$ cat config.mk
export PLATFORM = sky130hd
export DESIGN_NAME = alu_seq_md
export DESIGN_NICKNAME = d
export VERILOG_FILES = /design/src/rtl/alu_seq_md.sv
export SDC_FILE = /design/constraint.sdc
export NUM_CORES = 1
export LEC_CHECK = 0
export BUFFER_PORTS_ARGS = -buffer_cell sky130_fd_sc_hd__buf_2
export CORE_MARGIN = 5
export CORE_UTILIZATION = 40
export CTS_CLUSTER_SIZE = 8
export DETAILED_ROUTE_END_ITERATION = 12
export SLEW_MARGIN = 25
export SYNTH_ARGS = -nofsm -noshare
export SYNTH_HDL_FRONTEND = slang
export SYNTH_SLANG_ARGS = --single-unit
$ cat constraint.sdc
create_clock -name clk -period 11.3 [get_ports clk]
set_clock_uncertainty 0.2 [all_clocks]
set_input_delay 0.565 -clock clk [delete_from_list [all_inputs] [get_ports clk]]
set_output_delay 0.565 -clock clk [all_outputs]
set_load 0.1 [all_outputs]
$ cat src/rtl/alu_seq_md.sv
// alu_seq_md: multi-cycle ALU for the execute stage.
// RV32I base ops finish in one cycle. RV32M multiply runs as an iterative
// shift-add and divide as a restoring divide, one step per cycle.
// Optional feature macro: ALU_DIV_EN. When it is defined, the divider is built.
// When it is undefined, the divide op codes are reported as illegal.
module alu_seq_md #(
    parameter int N   = 32,
    parameter int SHW = $clog2(N)
) (
    input  logic         clk,
    input  logic         rst,
    input  logic         flush,
    input  logic         in_valid,
    output logic         in_ready,
    input  logic [4:0]   op,
    input  logic [N-1:0] a,
    input  logic [N-1:0] b,
    output logic         out_valid,
    input  logic         out_ready,
    output logic [N-1:0] result,
    output logic         cf,
    output logic         zf,
    output logic         vf,
    output logic         sf,
    output logic         out_illegal
);

    localparam int CW = $clog2(N) + 1;

    localparam logic [4:0] OP_ADD   = 5'b0_0000;
    localparam logic [4:0] OP_SUB   = 5'b0_0001;
    localparam logic [4:0] OP_PASSB = 5'b0_0011;
    localparam logic [4:0] OP_OR    = 5'b0_0100;
    localparam logic [4:0] OP_AND   = 5'b0_0101;
    localparam logic [4:0] OP_XOR   = 5'b0_0111;
    localparam logic [4:0] OP_SRL   = 5'b0_1000;
    localparam logic [4:0] OP_SLL   = 5'b0_1001;
    localparam logic [4:0] OP_SRA   = 5'b0_1010;
    localparam logic [4:0] OP_SLT   = 5'b0_1101;
    localparam logic [4:0] OP_SLTU  = 5'b0_1111;

    typedef enum logic [1:0] {IDLE, MUL, DIV, DONE} state_t;

    state_t state, state_nx;
    logic [CW-1:0]  cnt;
    logic [2*N-1:0] acc, acc_nx;
    logic [N-1:0]   md;
    logic [1:0]     op_r;
    logic           neg_q;

    logic           accept, last, busy;
    logic           is_mul, is_div, base_legal, illegal;
    logic           a_sgn, b_sgn, sa, sb;
    logic [N-1:0]   a_mag, b_mag;

    logic           sub_op;
    logic [N-1:0]   bop;
    logic [N:0]     sum;
    logic           base_vf;
    logic [N-1:0]   base_res;
    logic signed [N-1:0] a_s;
    logic [SHW-1:0] shamt;

    logic [N:0]     mul_sum;
    logic [2*N-1:0] prod;
    logic [N-1:0]   mul_res, m_res;

`ifdef ALU_DIV_EN
    logic           neg_r, dz;
    logic [N:0]     div_sh, div_diff;
    logic [N-1:0]   q_f, r_f, div_res;
`endif

    // Conditional two's-complement negation, N bits wide.
    function automatic logic [N-1:0] neg_n(input logic [N-1:0] v, input logic en);
        return en ? (~v + N'(1)) : v;
    endfunction

    // Conditional two's-complement negation, 2N bits wide.
    function automatic logic [2*N-1:0] neg_2n(input logic [2*N-1:0] v, input logic en);
        return en ? (~v + (2*N)'(1)) : v;
    endfunction

    assign accept = in_valid & (state == IDLE) & ~flush;
    assign busy   = (state == MUL) | (state == DIV);
    assign last   = (cnt == CW'(1));

    assign is_mul = op[4] & ~op[3] & ~op[2];
`ifdef ALU_DIV_EN
    assign is_div = op[4] & ~op[3] & op[2];
`else
    assign is_div = 1'b0;
`endif
    assign illegal = ~(base_legal | is_mul | is_div);

    // Multiply: MUL/MULH sign both, MULHSU signs a only. Divide: DIV/REM sign both.
    assign a_sgn = is_mul ? (op[1:0] != 2'b11) : ~op[0];
    assign b_sgn = is_mul ? ~op[1] : ~op[0];
    assign sa    = a_sgn & a[N-1];
    assign sb    = b_sgn & b[N-1];
    assign a_mag = neg_n(a, sa);
    assign b_mag = neg_n(b, sb);

    assign sub_op  = (op == OP_SUB) | (op == OP_SLT) | (op == OP_SLTU);
    assign bop     = sub_op ? ~b : b;
    assign sum     = {1'b0, a} + {1'b0, bop} + {{N{1'b0}}, sub_op};
    assign base_vf = a[N-1] ^ bop[N-1] ^ sum[N-1] ^ sum[N];
    assign a_s     = a;
    assign shamt   = b[SHW-1:0];

    // Single-cycle base op result and legality decode.
    always_comb begin
        base_res   = '0;
        base_legal = 1'b1;
        case (op)
            OP_ADD, OP_SUB: base_res = sum[N-1:0];
            OP_PASSB:       base_res = b;
            OP_OR:          base_res = a | b;
            OP_AND:         base_res = a & b;
            OP_XOR:         base_res = a ^ b;
            OP_SRL:         base_res = a >> shamt;
            OP_SLL:         base_res = a << shamt;
            OP_SRA:         base_res = a_s >>> shamt;
            OP_SLT:         base_res = {{(N-1){1'b0}}, sum[N-1] ^ base_vf};
            OP_SLTU:        base_res = {{(N-1){1'b0}}, ~sum[N]};
            default:        base_legal = 1'b0;
        endcase
    end

    assign mul_sum = {1'b0, acc[2*N-1:N]} + (acc[0] ? {1'b0, md} : {(N+1){1'b0}});
`ifdef ALU_DIV_EN
    assign div_sh   = {acc[2*N-1:N], acc[N-1]};
    assign div_diff = div_sh - {1'b0, md};
`endif

    // One iteration step: shift-add for multiply, restoring subtract for divide.
    always_comb begin
        acc_nx = acc;
        if (state == MUL) begin
            acc_nx = {mul_sum, acc[N-1:1]};
        end
`ifdef ALU_DIV_EN
        else if (state == DIV) begin
            acc_nx = div_diff[N] ? {div_sh[N-1:0], acc[N-2:0], 1'b0}
                                 : {div_diff[N-1:0], acc[N-2:0], 1'b1};
        end
`endif
    end

    // Final sign fix-up is applied to the value produced by the last step.
    assign prod    = neg_2n(acc_nx, neg_q);
    assign mul_res = (op_r == 2'b00) ? prod[N-1:0] : prod[2*N-1:N];
`ifdef ALU_DIV_EN
    // Divide by zero keeps the all-ones quotient regardless of the dividend sign.
    assign q_f     = dz ? {N{1'b1}} : neg_n(acc_nx[N-1:0], neg_q);
    assign r_f     = neg_n(acc_nx[2*N-1:N], neg_r);
    assign div_res = op_r[1] ? r_f : q_f;
    assign m_res   = (state == DIV) ? div_res : mul_res;
`else
    assign m_res   = mul_res;
`endif

    // State register and iteration counter.
    always_ff @(posedge clk) begin
        if (rst) begin
            state <= IDLE;
            cnt   <= '0;
        end else begin
            state <= state_nx;
            if (accept)
                cnt <= CW'(N);
            else if (busy)
                cnt <= cnt - CW'(1);
        end
    end

    // Next-state and handshake outputs; flush always returns to IDLE.
    always_comb begin
        state_nx  = state;
        in_ready  = 1'b0;
        out_valid = 1'b0;
        case (state)
            IDLE: begin
                in_ready = 1'b1;
                if (accept)
                    state_nx = is_mul ? MUL : (is_div ? DIV : DONE);
            end
            MUL, DIV: begin
                if (last)
                    state_nx = DONE;
            end
            DONE: begin
                out_valid = 1'b1;
                if (out_ready)
                    state_nx = IDLE;
            end
            default: state_nx = IDLE;
        endcase
        if (flush)
            state_nx = IDLE;
    end

    // Operand capture, iteration datapath and registered result/flags.
    always_ff @(posedge clk) begin
        if (rst) begin
            result      <= '0;
            cf          <= 1'b0;
            zf          <= 1'b0;
            vf          <= 1'b0;
            sf          <= 1'b0;
            out_illegal <= 1'b0;
        end else if (!flush) begin
            if (accept) begin
                out_illegal <= illegal;
                if (is_mul || is_div) begin
                    acc   <= is_mul ? {{N{1'b0}}, b_mag} : {{N{1'b0}}, a_mag};
                    md    <= is_mul ? a_mag : b_mag;
                    neg_q <= sa ^ sb;
                    op_r  <= op[1:0];
`ifdef ALU_DIV_EN
                    neg_r <= sa;
                    dz    <= (b == '0);
`endif
                end else if (illegal) begin
                    result <= '0;
                    cf     <= 1'b0;
                    zf     <= 1'b0;
                    vf     <= 1'b0;
                    sf     <= 1'b0;
                end else begin
                    result <= base_res;
                    cf     <= sum[N];
                    vf     <= base_vf;
                    zf     <= (base_res == '0);
                    sf     <= base_res[N-1];
                end
            end else if (busy) begin
                acc <= acc_nx;
                if (last) begin
                    result <= m_res;
                    cf     <= 1'b0;
                    vf     <= 1'b0;
                    zf     <= (m_res == '0);
                    sf     <= m_res[N-1];
                end
            end
        end
    end

endmodule

==> Word-level counts from Yosys, hierarchy flattened <==
Index checks and enable logic that the tools add are counted.
{ "totals": {"ramBits": 0, "romBits": 0, "memories": 0, "inputBits": 74, "ff_bits": 144, "output_inout_bits": 39, "latch_bits": 0} }
{ "classes": {"n_reduce_logical": 17, "n_bitwise": 29, "magnitude_cmp": 0, "add_sub_neg": 7, "div": 0, "n_mul": 0, "shift": 3, "n_eq_ne": 20, "mux": 46} }
{ "op_table": {"columns": ["operator", "count"], "rows": [
  ["$mux W32", 10],
  ["$mux W64", 5],
  ["$pmux W32 S10", 1],
  ["$add A32 B32 Y33", 2],
  ["$add A32 B1 Y32 const B", 2],
  ["$add A64 B1 Y64 const B", 1],
  ["$logic_not A32 Y1", 2],
  ["$not A32 Y32", 2],
  ["$not A64 Y64", 1],
  ["$add A33 B1 Y33", 1],
  ["$and A32 B32 Y32", 1],
  ["$or A32 B32 Y32", 1],
  ["$shl A32 B5 Y32", 1],
  ["$shr A32 B5 Y32", 1],
  ["$sshr A32 B5 Y32", 1],
  ["$xor A32 B32 Y32", 1],
  ["$eq A5 B4 Y1 const B", 5],
  ["$mux W1", 23],
  ["$eq A5 B3 Y1 const B", 3],
  ["$mux W6", 2],
  ["$reduce_and A4 Y1", 3],
  ["$reduce_or A11 Y1", 1],
  ["$ne A2 B2 Y1 const B", 5],
  ["$mux W2", 4],
  ["other kinds (18)", 43]
]} }

==> Logic depth before layout (Yosys ltp) <==
{ "logic_depth": {"ltp_word": 14, "ltp_mapped": 23, "mapped_depth_nobuf": 17} }

==> Worst setup path after synthesis <==
No wires, ideal clock.
{ "synth_timing": {"kind": "register -> register", "from": "register state[0]", "to": "register acc[0], enable pin", "path_slack_ps": 4560, "t_required_ps": 10535, "t_arrival_ps": 5974, "path_buffers": 0, "setup_time_ps": 565, "stages_incl_launch_ff": 6, "path_cell_list": "dfxtp_1 > inv_1 > ha_1 > nand2_1 > mux2i_1 > nor3_1"} }
{ "synth_via": {"elab_chain_len": 5, "word_cells_on_any_way": 9, "classes_between": "3 x eq/ne; 3 x bitwise; 3 x reduce/logical"} }
{ "synth_lines": {"columns": ["item", "line", "text"], "rows": [
  ["from (decl)", "44", "state_t state, state_nx;"],
  ["from (signal assigned)", "169", "state <= state_nx;"],
  ["$logic_not A2 Y1", "84", "assign accept = in_valid & (state == IDLE) & ~flush;"],
  ["$and A1 B1 Y1 (2 in a row)", "84", null],
  ["$ne A2 B1 Y1 (no line) or $reduce_bool A2 Y1 (tied branches)", null, null],
  ["$reduce_and A4 Y1 (no line) (*)", null, null],
  ["to (signal assigned)", "216", "acc <= is_mul ? {{N{1'b0}}, b_mag} : {{N{1'b0}}, a_mag};"],
  ["to (signal assigned)", "238", "acc <= acc_nx;"],
  ["to (decl)", "46", "logic [2*N-1:0] acc, acc_nx;"]
]} }
Mark *: on every way between the ends. The rest lies on a longest branch, timed or not.
A chain may end at the register's enable or synchronous reset.

==> Worst setup path in the final report <==
{ "layout_timing": {"from": "register state[1]", "to": "register zf"} }
{ "layout_via": {"elab_chain_len": 10, "word_cells_on_any_way": 19, "classes_between": "1 x add/sub; 3 x eq/ne; 6 x mux; 4 x bitwise; 5 x reduce/logical"} }
{ "layout_lines": {"columns": ["item", "line", "text"], "rows": [
  ["$eq A2 B1 Y1", "85, 139", null],
  ["$mux W64", "139", "if (state == MUL) begin"],
  ["$not A64 Y64", "81", "return en ? (~v + (2*N)'(1)) : v;"],
  ["$add A64 B1 Y64", "81", null],
  ["$mux W64", "81", null],
  ["$mux W32", "152", "assign mul_res = (op_r == 2'b00) ? prod[N-1:0] : prod[2*N-1:N];"],
  ["$logic_not A32 Y1", "243", "zf <= (m_res == '0);"],
  ["$mux W1", "239", "if (last) begin"],
  ["$mux W1", "237", "end else if (busy) begin"],
  ["$mux W1", "213", "if (accept) begin"],
  ["to (signal assigned)", "234", "zf <= (base_res == '0);"],
  ["to (signal assigned)", "243", null],
  ["to (decl)", "22", "output logic zf,"]
]} }
Parallel ways exist; a longest one is shown, timed or not. The select of a mux whose other input is x is not followed.

==> flow_summary.json <==
{
  "max_slew_margin_pct": 24.03,
  "status": "finished, final reports clean",
  "cts_root_buf": "clkbuf_16",
  "cts_setup_buffers": 0,
  "hold_path.class": "in -> reg",
  "grt_start_max_net_pins": 79,
  "multiInputGateArea_mm2": 0.01644,
  "reg2reg_slack_ns": 5.21,
  "arrival_ns": 6.25,
  "num_io_pins": 113,
  "ant_nets": 0,
  "final_cell_mix": "nor2_1 (293), nand2_1 (265), a21oi_1 (210)",
  "synthDistinctLibCells": 108,
  "port_buffers": 112,
  "grt_pass1_wl_um": 155400,
  "postCtsHoldBufs": 0,
  "peakVddDrop_uv": 109.4,
  "fin_crit_sh_pct": 53.85,
  "num-nets-final": 2976,
  "grt_pass1_vias": 22770,
  "cts_buffers": 17,
  "drive_gt1_share_pct": 12.65,
  "track_usage_pct": 34.89,
  "clock.fmax_mhz": 164.3,
  "power.density_mw_per_mm2": 94.21,
  "whs_ns": 0.2385,
  "core_area_mm2": 0.05360,
  "setup_viol": 0,
  "syn-num-nets": 3030,
  "drt-pass1-iter-count": 6,
  "cts_max_path_buffers": 2,
  "cts_sinks": 143,
  "mostFrequentLayoutCell": "nor2_1",
  "viasPerCell": 6.921,
  "crit_type": "reg -> reg",
  "async_flop_share_pct": 0,
  "grt-ovfl-total": 0,
  "worst_setup_path_start_kind": "flip-flop",
  "routed_wl_um": 107600,
  "final_cell_area_mm2": 0.02305,
  "ys_warn_count": 0,
  "row_count": 85,
  "htreeDepth": 4,
  "gp_congestion": 1.097,
  "regArea_mm2": 0.003854,
  "route.detailed.wl_per_inst_um": 30.98,
  "die_w_um": 241.9,
  "setup_tns_ns": 0,
  "slew_viol_final": 0,
  "syn_area_mm2": 0.02152,
  "syn_inst": 2816,
  "seq_area_frac_synth_pct": 17.91,
  "die_area_mm2": 0.05854,
  "drt_iter0_markers": 3035,
  "synth_edf_count": 99,
  "area_growth_pct": 7.094,
  "max_cap_viol_count": 0,
  "clk_latency_ns": 0.45,
  "required_ns": 11.46,
  "antenna_found_initial": 1,
  "synth_seq_cells": 143,
  "vias": 24040,
  "num-fill-cells": 5499,
  "clk_pin_slew_ns": 0.07,
  "placed_area_mm2": 0.02239,
  "synth_flop_cell": "edfxtp_1",
  "rsz0062_at_grt": "false",
  "endpoint_kind": "flip-flop",
  "leakagePower_nw": 8.704,
  "cts_resized": 0,
  "initial_core_util_pct": 40.15,
  "crit_path_max_fanout": 67,
  "hold_viol_final": 0,
  "min_period_ns": 6.085,
  "fp.dieH_um": 241.9,
  "dp_hpwl_um": 82070,
  "syn_area_per_cell_um2": 7.642,
  "drc_errors": 0,
  "cts_tree": "built",
  "tightest_slew_ns": 1.128
}
[synthesized netlist by cell type (28+ instances only)]
cell type,count,area [µm²]
a211oi_1,45,337.8
a21o_1,45,337.8
a21oi_1,210,1051
a31oi_1,38,237.7
and2_1,64,400.4
buf_1,28,105.1
clkbuf_1,162,608.1
dfxtp_1,44,880.8
edfxtp_1,99,2973
ha_1,138,1727
inv_1,105,394.1
mux2_2,46,518.0
mux2i_1,75,750.7
mux4_2,48,1081
nand2_1,265,994.7
nand3_1,73,365.4
nand4_1,50,312.8
nor2_1,296,1111
nor2b_1,31,193.9
nor3_1,80,400.4
nor4_1,36,225.2
o211ai_1,54,405.4
o21ai_0,133,665.6
or3_1,32,200.2
xnor2_1,116,1016
[kinds of logic (layout without fill, tap and decap cells)]
group / after synthesis / after routing / share of synthesized area, %
fa+ha+maj: 140 / 140 / 8.210
xor+xnor: 130 / 130 / 5.291
flops: 143 / 143 / 17.91
other cells: 0 / 2 / 0
compound gates: 832 / 832 / 26.73
mux: 170 / 170 / 10.99
buf+inv: 328 / 287 / 5.989
simple gates: 1073 / 1073 / 24.89
[routing by layer]
metal	share of wire (%)	global-route usage, %	wire (µm)	up-vias
met1	38	43.57	40470	11510
li1	-	-	-	10490
met4	8.0	21.85	8605	0
met5	0	0	0	-
met3	11	7.116	11310	394
met2	44	55.29	47200	1639
[power by group]
part | switching (mW) | internal, mW | leakage [nW] | total [mW]
logic | 0.647 | 0.286 | 7.13 | 0.933
registers | 0.0152 | 0.586 | 1.25 | 0.601
clock network | 0.260 | 0.378 | 0.318 | 0.638
[area by class of cell]
class | count | share of cell area, %
clock inverters | 15 | 0.9610
diodes | 2 | 0.02172
flip-flops and latches | 143 | 16.72
clock buffers | 17 | 1.846
repair buffers | 146 | 3.551
well taps | 696 | 3.779
inverters | 109 | 1.775
multi-input cells | 2345 | 71.34
[registers in the layout (all words and copies together), names as in the netlist]
name / count
acc: 64
out_illegal: 1
md: 32
state: 2
op_r: 2
cf: 1
zf: 1
neg_q: 1
vf: 1
result: 32
cnt: 6
[critical path, cell delays in order (launching register included)]
cell      delay (ns)
dfxtp_1         0.35
inv_1           0.15
ha_4            0.14
buf_4           0.60
nor2b_1         0.17
a21oi_1         0.30
ha_1            0.29
nand4_1         0.27
or4_4           0.65
and4bb_1        0.37
nand2_2         0.10
or3_4           0.37
nor4_4          0.24
nand4_2         0.20
mux2i_1         0.64
nand2b_1        0.09
or4_1           0.57
o31ai_1         0.26
[per-stage QoR]
step	setup WS, ns	total power [mW]	cells	utilization, %
after floorplan	4.560	1.208	2816	-
after global placement	4.684	1.502	3439	41.78
after detailed placement	4.939	1.507	3439	41.78
after CTS	5.307	2.148	3471	42.99
after global routing	4.778	2.248	3471	42.99
final	5.215	2.171	3473	42.99
[final timing paths]
path	startpoint	end	depth (start not counted)
max	state[1]	zf	17
min reg2reg	result[9]	result[9]	2
min	flush	state[0]	2
max reg2reg	state[1]	zf	17
No activity file was read; power rests on OpenSTA's default activity.
